--- config.mk ---
export PLATFORM = sky130hd
export DESIGN_NAME = filt_stim_gen_flat
export DESIGN_NICKNAME = d
export VERILOG_FILES = /design/src/rtl/filt_stim_if.sv /design/src/rtl/filt_stim_gen.sv /design/src/flat_wrapper.sv
export SDC_FILE = /design/constraint.sdc
export NUM_CORES = 1
export LEC_CHECK = 0
export BUFFER_PORTS_ARGS = -buffer_cell sky130_fd_sc_hd__buf_2
export CAP_MARGIN = 15
export CORE_UTILIZATION = 30
export CTS_CLUSTER_SIZE = 28
export DETAILED_ROUTE_END_ITERATION = 10
export PLACE_DENSITY_LB_ADDON = 0.1
export SLEW_MARGIN = 25
export SYNTH_ARGS = -nofsm -noshare
export SYNTH_HDL_FRONTEND = slang
export SYNTH_SLANG_ARGS = --single-unit
--- constraint.sdc ---
create_clock -name clk -period 4.6 [get_ports clk]
set_clock_uncertainty 0.2 [all_clocks]
set_input_delay 0.92 -clock clk [delete_from_list [all_inputs] [get_ports clk]]
set_output_delay 0.92 -clock clk [all_outputs]
set_load 0.005 [all_outputs]
--- src/rtl/filt_stim_if.sv ---
// Stimulus-generator control/sample bundle.
// Control inputs (start, stop, mode, num_samples, phase_inc) run from the
// controller to the generator. Outputs (x_out, x_valid, busy, done) run
// from the generator to the filter and the controller.
//   master : the controller side (drives control, observes samples/status)
//   slave  : the generator side (filt_stim_gen)
interface filt_stim_if #(
  parameter int DW      = 18,
  parameter int PHASE_W = 16
);
  logic                 start;
  logic                 stop;
  logic [2:0]           mode;
  logic [15:0]          num_samples;
  logic [PHASE_W-1:0]   phase_inc;
  logic signed [DW-1:0] x_out;
  logic                 x_valid;
  logic                 busy;
  logic                 done;

  modport master (
    output start, stop, mode, num_samples, phase_inc,
    input  x_out, x_valid, busy, done
  );

  modport slave (
    input  start, stop, mode, num_samples, phase_inc,
    output x_out, x_valid, busy, done
  );
endinterface

--- src/rtl/filt_stim_gen.sv ---
// filt_stim_gen
// Synthesizable stimulus source for sine_filt. Emits one signed 1s(DW-1)
// sample per clk while x_valid is high: zero, impulse, step, worst-case,
// quarter-wave-LUT sine or PRBS sequences.
// Ports:
//   clk    in  clock
//   reset  in  synchronous, active-high
//   bus    filt_stim_if.slave: start/stop/mode/num_samples/phase_inc in,
//          x_out/x_valid/busy/done out
// Every mode passes through the same two-stage pipeline: stage 1 registers
// a compact sample descriptor (source, sign, LUT address), stage 2 turns it
// into the signed output word.
module filt_stim_gen #(
  parameter int              DW       = 18,
  parameter int              PHASE_W  = 16,
  parameter int              LUT_AW   = 6,
  parameter int              N_TAPS   = 16,
  parameter logic [N_TAPS-1:0] WC_SIGNS = '0,
  parameter int              IMP_PER  = 64
) (
  input  logic       clk,
  input  logic       reset,
  filt_stim_if.slave bus
);

  localparam int TAP_W = (N_TAPS > 1) ? $clog2(N_TAPS) : 1;
  localparam int IMP_W = $clog2(IMP_PER);
  localparam int LUT_N = 2 ** LUT_AW;
  localparam logic [DW-2:0] MAG_MAX = '1;

  typedef enum logic [1:0] {S_IDLE, S_RUN, S_DRAIN} state_t;

  typedef enum logic [2:0] {
    M_ZERO  = 3'd0,
    M_IMP   = 3'd1,
    M_STEP  = 3'd2,
    M_WORST = 3'd3,
    M_SINE  = 3'd4,
    M_PRBS  = 3'd5
  } mode_t;

  typedef enum logic [1:0] {SRC_ZERO, SRC_MAX, SRC_LUT} src_t;

  typedef struct packed {
    logic              valid;
    src_t              src;
    logic              neg;
    logic [LUT_AW-1:0] addr;
  } stage_t;

  // Quarter-wave table, half-step offset so the reconstructed wave is
  // odd-symmetric and never needs the most negative code.
  function automatic logic [DW-2:0] lut_entry(input int k);
    real ang;
    real val;
    ang = 3.14159265358979 / 2.0 * (real'(k) + 0.5) / real'(LUT_N);
    val = real'(2 ** (DW - 1) - 1) * $sin(ang);
    return (DW-1)'($rtoi(val + 0.5));
  endfunction

  logic [DW-2:0] lut [LUT_N];
  for (genvar k = 0; k < LUT_N; k++) begin : g_lut
    assign lut[k] = lut_entry(k);
  end

  state_t               state_q, state_d;
  logic                 drain_q;
  logic                 done_q;
  mode_t                mode_q;
  logic [15:0]          num_q;
  logic [PHASE_W-1:0]   inc_q;
  logic [15:0]          sample_cnt;
  logic [TAP_W-1:0]     tap_cnt;
  logic [IMP_W-1:0]     imp_cnt;
  logic [PHASE_W-1:0]   phase_q;
  logic [16:0]          lfsr_q;
  stage_t               s0, s1_q;

  logic                 accept;
  logic                 issue;
  logic                 last;
  logic [1:0]           quad;
  logic [LUT_AW-1:0]    addr_raw;
  logic [TAP_W-1:0]     wc_idx;
  logic [DW-2:0]        mag;
  logic signed [DW-1:0] pos;
  logic signed [DW-1:0] x_d;

  // In continuous mode (num_q == 0) the run never ends on count.
  assign last     = (num_q != 16'd0) && (sample_cnt == num_q - 16'd1);
  assign quad     = phase_q[PHASE_W-1 -: 2];
  assign addr_raw = phase_q[PHASE_W-3 -: LUT_AW];
  // Sample n uses h[N_TAPS-1-n] so every product shares a sign at the peak.
  assign wc_idx   = TAP_W'(N_TAPS - 1) - tap_cnt;

  // done is registered one cycle into IDLE, so busy must also cover it;
  // a start in that cycle is ignored for the same reason.
  assign bus.busy = (state_q != S_IDLE) || done_q;
  assign bus.done = done_q;

  // NOTE: every signal assigned in an always_comb gets a default first, so
  // no path leaves it unassigned and no latch is inferred.
  always_comb begin
    state_d = state_q;
    accept  = 1'b0;
    issue   = 1'b0;
    unique case (state_q)
      S_IDLE: begin
        if (bus.start && !done_q) begin
          accept  = 1'b1;
          state_d = S_RUN;
        end
      end
      S_RUN: begin
        if (bus.stop) begin
          state_d = S_DRAIN;
        end else begin
          issue = 1'b1;
          if (last) state_d = S_DRAIN;
        end
      end
      S_DRAIN: begin
        if (drain_q) state_d = S_IDLE;
      end
      default: state_d = S_IDLE;
    endcase
  end

  // Stage 0: describe the sample to issue this cycle.
  always_comb begin
    s0       = '0;
    s0.valid = issue;
    case (mode_q)
      M_IMP:   s0.src = (imp_cnt == '0) ? SRC_MAX : SRC_ZERO;
      M_STEP:  s0.src = SRC_MAX;
      M_WORST: begin
        s0.src = SRC_MAX;
        s0.neg = WC_SIGNS[wc_idx];
      end
      M_SINE: begin
        s0.src  = SRC_LUT;
        // Odd quadrants read the table backwards, lower half is negated.
        s0.addr = quad[0] ? ~addr_raw : addr_raw;
        s0.neg  = quad[1];
      end
      M_PRBS: begin
        s0.src = SRC_MAX;
        s0.neg = lfsr_q[0];
      end
      default: s0.src = SRC_ZERO;
    endcase
  end

  // Stage 2 value: magnitude is at most MAX, so negation never yields
  // the most negative code.
  always_comb begin
    mag = '0;
    case (s1_q.src)
      SRC_MAX: mag = MAG_MAX;
      SRC_LUT: mag = lut[s1_q.addr];
      default: mag = '0;
    endcase
    pos = {1'b0, mag};
    x_d = s1_q.neg ? -pos : pos;
  end

  // NOTE: sequential state uses non-blocking assignments so every register
  // samples its inputs from before the edge, independent of block order.
  always_ff @(posedge clk) begin
    if (reset) state_q <= S_IDLE;
    else       state_q <= state_d;
  end

  always_ff @(posedge clk) begin
    if (reset) begin
      drain_q     <= 1'b0;
      done_q      <= 1'b0;
      mode_q      <= M_ZERO;
      num_q       <= '0;
      inc_q       <= '0;
      sample_cnt  <= '0;
      tap_cnt     <= '0;
      imp_cnt     <= '0;
      phase_q     <= '0;
      lfsr_q      <= 17'h00001;
      s1_q        <= '0;
      bus.x_out   <= '0;
      bus.x_valid <= 1'b0;
    end else begin
      if (accept) begin
        mode_q     <= mode_t'(bus.mode);
        num_q      <= bus.num_samples;
        inc_q      <= bus.phase_inc;
        sample_cnt <= '0;
        tap_cnt    <= '0;
        imp_cnt    <= '0;
        phase_q    <= '0;
        lfsr_q     <= 17'h00001;
      end else if (issue) begin
        if (sample_cnt != 16'hFFFF) sample_cnt <= sample_cnt + 16'd1;
        tap_cnt <= (tap_cnt == TAP_W'(N_TAPS - 1)) ? '0 : tap_cnt + 1'b1;
        imp_cnt <= (imp_cnt == IMP_W'(IMP_PER - 1)) ? '0 : imp_cnt + 1'b1;
        phase_q <= phase_q + inc_q;
        // Fibonacci x^17 + x^14 + 1, one step per issued sample.
        lfsr_q  <= {lfsr_q[15:0], lfsr_q[16] ^ lfsr_q[13]};
      end

      s1_q        <= s0;
      bus.x_valid <= s1_q.valid;
      bus.x_out   <= s1_q.valid ? x_d : '0;

      // DRAIN lasts two cycles; done fires once, when the pipeline has no
      // sample left in stage 1 (covers both natural end and stop).
      drain_q <= (state_q == S_DRAIN);
      done_q  <= (state_q == S_DRAIN) && !s1_q.valid && !done_q;
    end
  end

endmodule
--- src/flat_wrapper.sv ---
// flat-port wrapper written by rule: the top's interface ports become plain ports
module filt_stim_gen_flat 
#(
  parameter int              DW       = 18,
  parameter int              PHASE_W  = 16,
  parameter int              LUT_AW   = 6,
  parameter int              N_TAPS   = 16,
  parameter logic [N_TAPS-1:0] WC_SIGNS = '0,
  parameter int              IMP_PER  = 64
)
  (clk, reset, bus_start, bus_stop, bus_mode, bus_num_samples, bus_phase_inc, bus_x_out, bus_x_valid, bus_busy, bus_done);
  filt_stim_if #(.DW(DW), .PHASE_W(PHASE_W)) bus_i ();
  input  logic clk;
  input  logic reset;
  input wire logic [$bits(bus_i.start)-1:0] bus_start;
  input wire logic [$bits(bus_i.stop)-1:0] bus_stop;
  input wire logic [$bits(bus_i.mode)-1:0] bus_mode;
  input wire logic [$bits(bus_i.num_samples)-1:0] bus_num_samples;
  input wire logic [$bits(bus_i.phase_inc)-1:0] bus_phase_inc;
  output wire logic [$bits(bus_i.x_out)-1:0] bus_x_out;
  output wire logic [$bits(bus_i.x_valid)-1:0] bus_x_valid;
  output wire logic [$bits(bus_i.busy)-1:0] bus_busy;
  output wire logic [$bits(bus_i.done)-1:0] bus_done;
  assign bus_i.start = bus_start;
  assign bus_i.stop = bus_stop;
  assign bus_i.mode = bus_mode;
  assign bus_i.num_samples = bus_num_samples;
  assign bus_i.phase_inc = bus_phase_inc;
  assign bus_x_out = bus_i.x_out;
  assign bus_x_valid = bus_i.x_valid;
  assign bus_busy = bus_i.busy;
  assign bus_done = bus_i.done;
  filt_stim_gen #(.DW(DW), .PHASE_W(PHASE_W), .LUT_AW(LUT_AW), .N_TAPS(N_TAPS), .WC_SIGNS(WC_SIGNS), .IMP_PER(IMP_PER)) u_core (.clk(clk), .reset(reset), .bus(bus_i));
endmodule
# ---- Word-level counts from Yosys, hierarchy flattened
# Memories as Yosys holds them, arrays and structs flattened.
# Cells that the tools add are included.
dict set report totals {
  register_bits 127
  mem_bits_ro 1104
  in_bits 39
  wordCells 89
  mem_count 2
}
# name words width read_ports rd_clocked_by_memory_dff wr line_no
set mem_list {}
lappend mem_list {{(no name shown)} 64 17 1 0 0 filt_stim_gen.sv:160} ;# SRC_LUT: mag = lut[s1_q.addr];
lappend mem_list {{(no name shown)} 16 1 1 0 0 filt_stim_gen.sv:138} ;# s0.neg = WC_SIGNS[wc_idx];
dict set report classes {
  addsub 7
  magnitude_cmp 2
  eq_ne 16
  muxes 20
  n_bitwise 6
  reduce_logical 18
}
# op n
set op_table {}
lappend op_table {{$mux 17} 3}
lappend op_table {{$pmux 17 s2} 1}
lappend op_table {{$neg 17->18} 1}
lappend op_table {{$add 16x1->16 const B} 1}
lappend op_table {{$add 16x16->16} 1}
lappend op_table {{$eq 16x16->1} 1}
lappend op_table {{$ne 16x16->1 const B} 1}
lappend op_table {{$reduce_bool 16->1} 1}
lappend op_table {{$sub 16x1->16 const B} 1}
lappend op_table {{$mux 6} 2}
lappend op_table {{$pmux 2 s3} 2}
lappend op_table {{$mux 2} 4}
lappend op_table {{$ge 7x7->1 const B} 1}
lappend op_table {{$not 6->7} 1}
lappend op_table {{$add 6x1->6 const B} 1}
lappend op_table {{$eq 3x2->1 const B} 2}
lappend op_table {{$eq 3x3->1 const B} 2}
lappend op_table {{$eq 6x6->1 const B} 1}
lappend op_table {{$logic_not 6->1} 1}
lappend op_table {{$mux 1} 6}
lappend op_table {{$not 6->6} 1}
lappend op_table {{$reduce_or 2->1} 3}
lappend op_table {{$reduce_or 3->1} 2}
lappend op_table {{$lt 4x5->1 const B} 1}
lappend op_table {{other kinds (19)} 28}

# ---- Longest topological paths before layout
dict set report depth {
  depth_word 7
  mapped_depth 18
  depth_no_buf 14
}

# ---- Least setup slack after synthesis
# Ideal clock, no wire load.
dict set report synth_path {
  path_type {flip-flop to flip-flop}
  startpoint {reg u_core.s1_q[1] (netlist bit)}
  endpoint {reg u_core.bus.x_out[16]}
  setup_time_ps 72
  t_arrival_ps 3568
  t_required_ps 4328
  setup_slack_ps 760
  stages_incl_launch_ff 18
  n_path_buf 4
  cell_sequence {dfxtp_1 clkbuf_1 buf_2 inv_1 ha_1 buf_2 clkbuf_1 nand2_1 nand3_1 o2111ai_1 a31oi_1 ha_1 nand2_1 or3b_1 o31ai_2 nand2_2 o41ai_2 mux2i_1}
}
dict set report synth_between {
  elab_chain_len 7
}
# element line_no
set synth_rtl {}
lappend synth_rtl {{start, declared} filt_stim_gen.sv:77} ;# stage_t s0, s1_q;
lappend synth_rtl {{start signal, assigned} filt_stim_gen.sv:186} ;# s1_q <= '0;
lappend synth_rtl {{start signal, assigned} filt_stim_gen.sv:208} ;# s1_q <= s0;
lappend synth_rtl {{$not 6->7 (implied by the code) *} filt_stim_gen.sv:160}
lappend synth_rtl {{$mem_v2 64x17 *} n/a}
lappend synth_rtl {{$mux 17 (implied by the code) * (2 in series)} filt_stim_gen.sv:160}
lappend synth_rtl {{$pmux 17 s2 *} filt_stim_gen.sv:158} ;# case (s1_q.src)
lappend synth_rtl {{$neg 17->18} filt_stim_gen.sv:164} ;# x_d = s1_q.neg ? -pos : pos;
lappend synth_rtl {{$mux 17 *} filt_stim_gen.sv:164}
lappend synth_rtl {{end signal, assigned} filt_stim_gen.sv:210} ;# bus.x_out <= s1_q.valid ? x_d : '0;
lappend synth_rtl {{end, declared} filt_stim_if.sv:28} ;# output x_out, x_valid, busy, done
# Mark *: on every way between the ends. The rest lies on a longest branch, timed or not. The select of a mux whose other input is x is not followed.
# A chain may end at the register's enable or synchronous reset.

# ---- Final worst setup path
dict set report layout_path {
  startpoint {reg u_core.s1_q[0] (netlist bit)}
  endpoint {reg u_core.bus.x_out[16]}
}
# The elaborated chain is that of the path after synthesis.

==> results.yml <==
run_status:
  status: "finished, final reports clean"
synth:
  yosysTopAreaCell: "dfxtp_1"
  ys.flop_type: "dfxtp_1"
  seq_area_frac_synth: 0.3101
  synth_edf_count: 0
  synth_area_um2: 7940
  syn_inst: 1042
  avgSynthCellArea_um2: 7.620
  ys_top_cells_by_area: "dfxtp_1 (31%), nand2_1 (8.2%), a21oi_1 (6.6%)"
  yosys_warnings: 0
  synth_cell_type_count: 85
  synth.ff_latch_count: 123
  syn-num-nets: 1117
  synth_top_area_share: 0.3101
  synth_async_sr_flop_share: 0
critical_path:
  worstPathRequired_ps: 4740
  critPathTopFamily: "compound AO/OA/AOI/OAI gates"
  r2r_start: "u_core.s1_q[0]"
  critPathLaunch: "u_core.s1_q[0]"
  rr_endpoint: "u_core.bus.x_out[16]"
  critical_path_class: "reg -> reg"
  path_buf_inv: 2
  rrSetupSlack_ps: 710
  slowest_stage: "ha_1"
  crit_path_end_kind: "flop"
  r2r.worst_path.cells: 13
  path_cells: "inv_1 > ha_1 > inv_1 > a21oi_1 > o2111ai_1 > a31oi_1 > ha_1 > nand2_1 > or3b_1 > o31ai_2 > nand2_2 > o41ai_2 > mux2i_1"
  crit_path_max_fanout: 18
  start_kind: "flop"
  crit_arrival_ps: 4030
  critPathMaxStageDelay_ps: 690
worst_hold_path:
  hold_path_depth: 1
  hold_start: "u_core.s1_q[9]"
  min_path_type: "reg -> reg"
  hold_path_end: "u_core.bus.done"
clock_tree:
  clock-sinks: 123
  cts_tree: "built"
  root_buffer: "clkbuf_16"
  cts-resized-gates: 0
  clk_latency_ps: 420
  cts_inserted_buffers: 17
  holdBufCountCts: 0
  path_clk_slew_ps: 60
  h-tree-depth: 4
  cts_setup_buffers: 0
  clk_path_buf_depth: 2
routing:
  viasPerCell: 5.195
  first_pass_iters: 5
  drt_iter0_markers: 463
  drtAntennaViolNets: 0
  vias: 7356
  wl_mm: 23.80
  wire_per_inst_um: 16.81
  route.detailed.drc: 0
sta:
  finalSetupTns_ps: 0
  finalCriticalPeriod_ps: 3895
  hold_viol_final: 0
  setup_violations: 0
  drv_slew: 0
  post-route-period-util: 0.8467
  rsz0062_at_grt: "no"
  worstMarginPinSlew_ps: 967.4
  fmax_ghz: 0.2567
  timing.hold.ws_ps: 232.3
  max-slew-margin-rel: 0.3469
floorplanning:
  fp.coreArea_um2: 25980
  rows: 59
  ios: 60
  die_h_um: 164.7
  start_util: 0.3056
  dieArea_um2: 27120
  fp.dieW_um: 164.7
global_route:
  antenna_found_initial: 0
  grt_overflow: 0
  grt_use_total: 0.1810
  grt_max_degree: 47
  grt_pass1_vias: 7162
  grt_pass1_wl_mm: 38.15
placed_design:
  place_congestion: 0.9440
  port_buffers: 59
  placed_cell_area_um2: 8464
  dp_hpwl_mm: 17.09
  dp_cells: 1384
pwr:
  ir_drop_mv: 0.1961
  p_leak_nw: 3.232
  powerDensity_nw_per_um2: 303.9
final_layout:
  finalInstanceArea_um2: 9035
  nNetsFinal: 1143
  post-route-util: 0.3477
  fill_cells: 2838
  area_delta_synth_final_pct: 13.79
  n_antenna_cell: 0
  final_cells: 1416
  drive_above_1_share: 0.1286
run:
  maxCapViolations: 0
-- through the flow --
step / power (mW) / setup slack (ps)
global route: 2.875 / 355.5
finish: 2.746 / 705.0
global placement: 1.471 / 865.5
floorplan: 1.378 / 760.3
CTS: 2.794 / 764.2
detailed placement: 1.473 / 780.9
-- worst max-delay path by stage --
stage,slack (ps),cells after the start,to
final,710,13,u_core.bus.x_out[16]
after global routing,360,14,u_core.bus.x_out[14]
after CTS,760,13,u_core.bus.x_out[16]
after detailed placement,780,13,u_core.bus.x_out[14]
after global placement,870,14,u_core.bus.x_out[16]
after floorplan,760,17,u_core.bus.x_out[16]
-- cell usage in the layout, fill, tap and decap left out, drive strengths merged, types with 22 or more instances in the layout --
cell type and instances:
nand2 175, dfxtp 123, a21oi 105, nor2 91, buf 80, xnor2 46
o21ai 40, ha 35, inv 35, nand2b 25, nor2b 22
-- cell usage after synthesis, drive strengths merged (3+ instances only) --
master / instances
and3: 9
ha: 35
nor2b: 22
nand3b: 3
nor3b: 6
nor4: 11
and2: 7
nand4: 8
o21a: 4
or4: 3
xor2: 17
o21ai: 40
or3b: 3
nor4b: 3
o221ai: 4
or3: 11
o211ai: 16
a211oi: 15
a211o: 6
nand2b: 25
inv: 32
nand2: 175
buf: 28
xnor2: 46
a21o: 4
mux2i: 11
and4: 3
a31oi: 15
mux2: 3
o2111ai: 8
clkbuf: 45
a311oi: 5
o21bai: 3
dfxtp: 123
o31ai: 9
o32ai: 4
o311ai: 4
a221oi: 3
nor2: 91
nand3: 18
a21oi: 105
nor3: 21
or2: 7
-- logic make-up (layout without fill, tap and decap cells) --
family                   count (synthesis)  after routing  share of synthesized area
AO/OA/AOI/OAI                          271            271                     0.2238
buffers and inverters                  105            144                    0.05988
AND/OR/NAND/NOR                        429            429                     0.2581
XOR/XNOR                                63             63                    0.06949
multiplexers                            15             15                    0.02096
adder cells (fa/ha/maj)                 36             36                    0.05767
flip-flops                             123            123                     0.3101
-- routing by layer --
layer / global-route usage / part of all wire / wire, um
met1: 0.2300 / 0.47 / 11090
met2: 0.2997 / 0.47 / 11170
met3: 0.02737 / 0.033 / 793
met4: 0.08382 / 0.032 / 753
met5: 0 / 0 / 0
-- registers in the layout, summed over array words and instances (netlist names), 2 cells and up --
register	count
u_core.bus.x_out	18
u_core.imp_cnt	6
u_core.inc_q	16
u_core.lfsr_q	17
u_core.mode_q	3
u_core.num_q	16
u_core.phase_q	16
u_core.s1_q	10
u_core.sample_cnt	16
u_core.state_q	2
-- where the power goes --
part / switching, mW / internal [mW] / total, mW
clock: 0.522 / 0.779 / 1.30
combinational: 0.191 / 0.121 / 0.312
sequential: 0.0343 / 1.10 / 1.13
total: 0.748 / 2.00 / 2.75
-- area by class of cell --
cell class	instances	area, um^2	share of cell area
multi-input combinational	814	5007	0.5542
sequential	123	2465	0.2728
clock buffer	21	460.4	0.05096
timing repair buffer	80	452.9	0.05013
tap	335	419.2	0.04639
inverter	32	120.1	0.01329
clock inverter	11	110.1	0.01219
-- worst reg2reg max path: stages, from the launching register on --
cell and delay (ps):
dfxtp_1 320, inv_1 130, ha_1 690, inv_1 270
a21oi_1 180, o2111ai_1 220, a31oi_1 300, ha_1 220
nand2_1 80, or3b_1 390, o31ai_2 160, nand2_2 120
o41ai_2 340, mux2i_1 200
(Power assumes the default switching activity.)
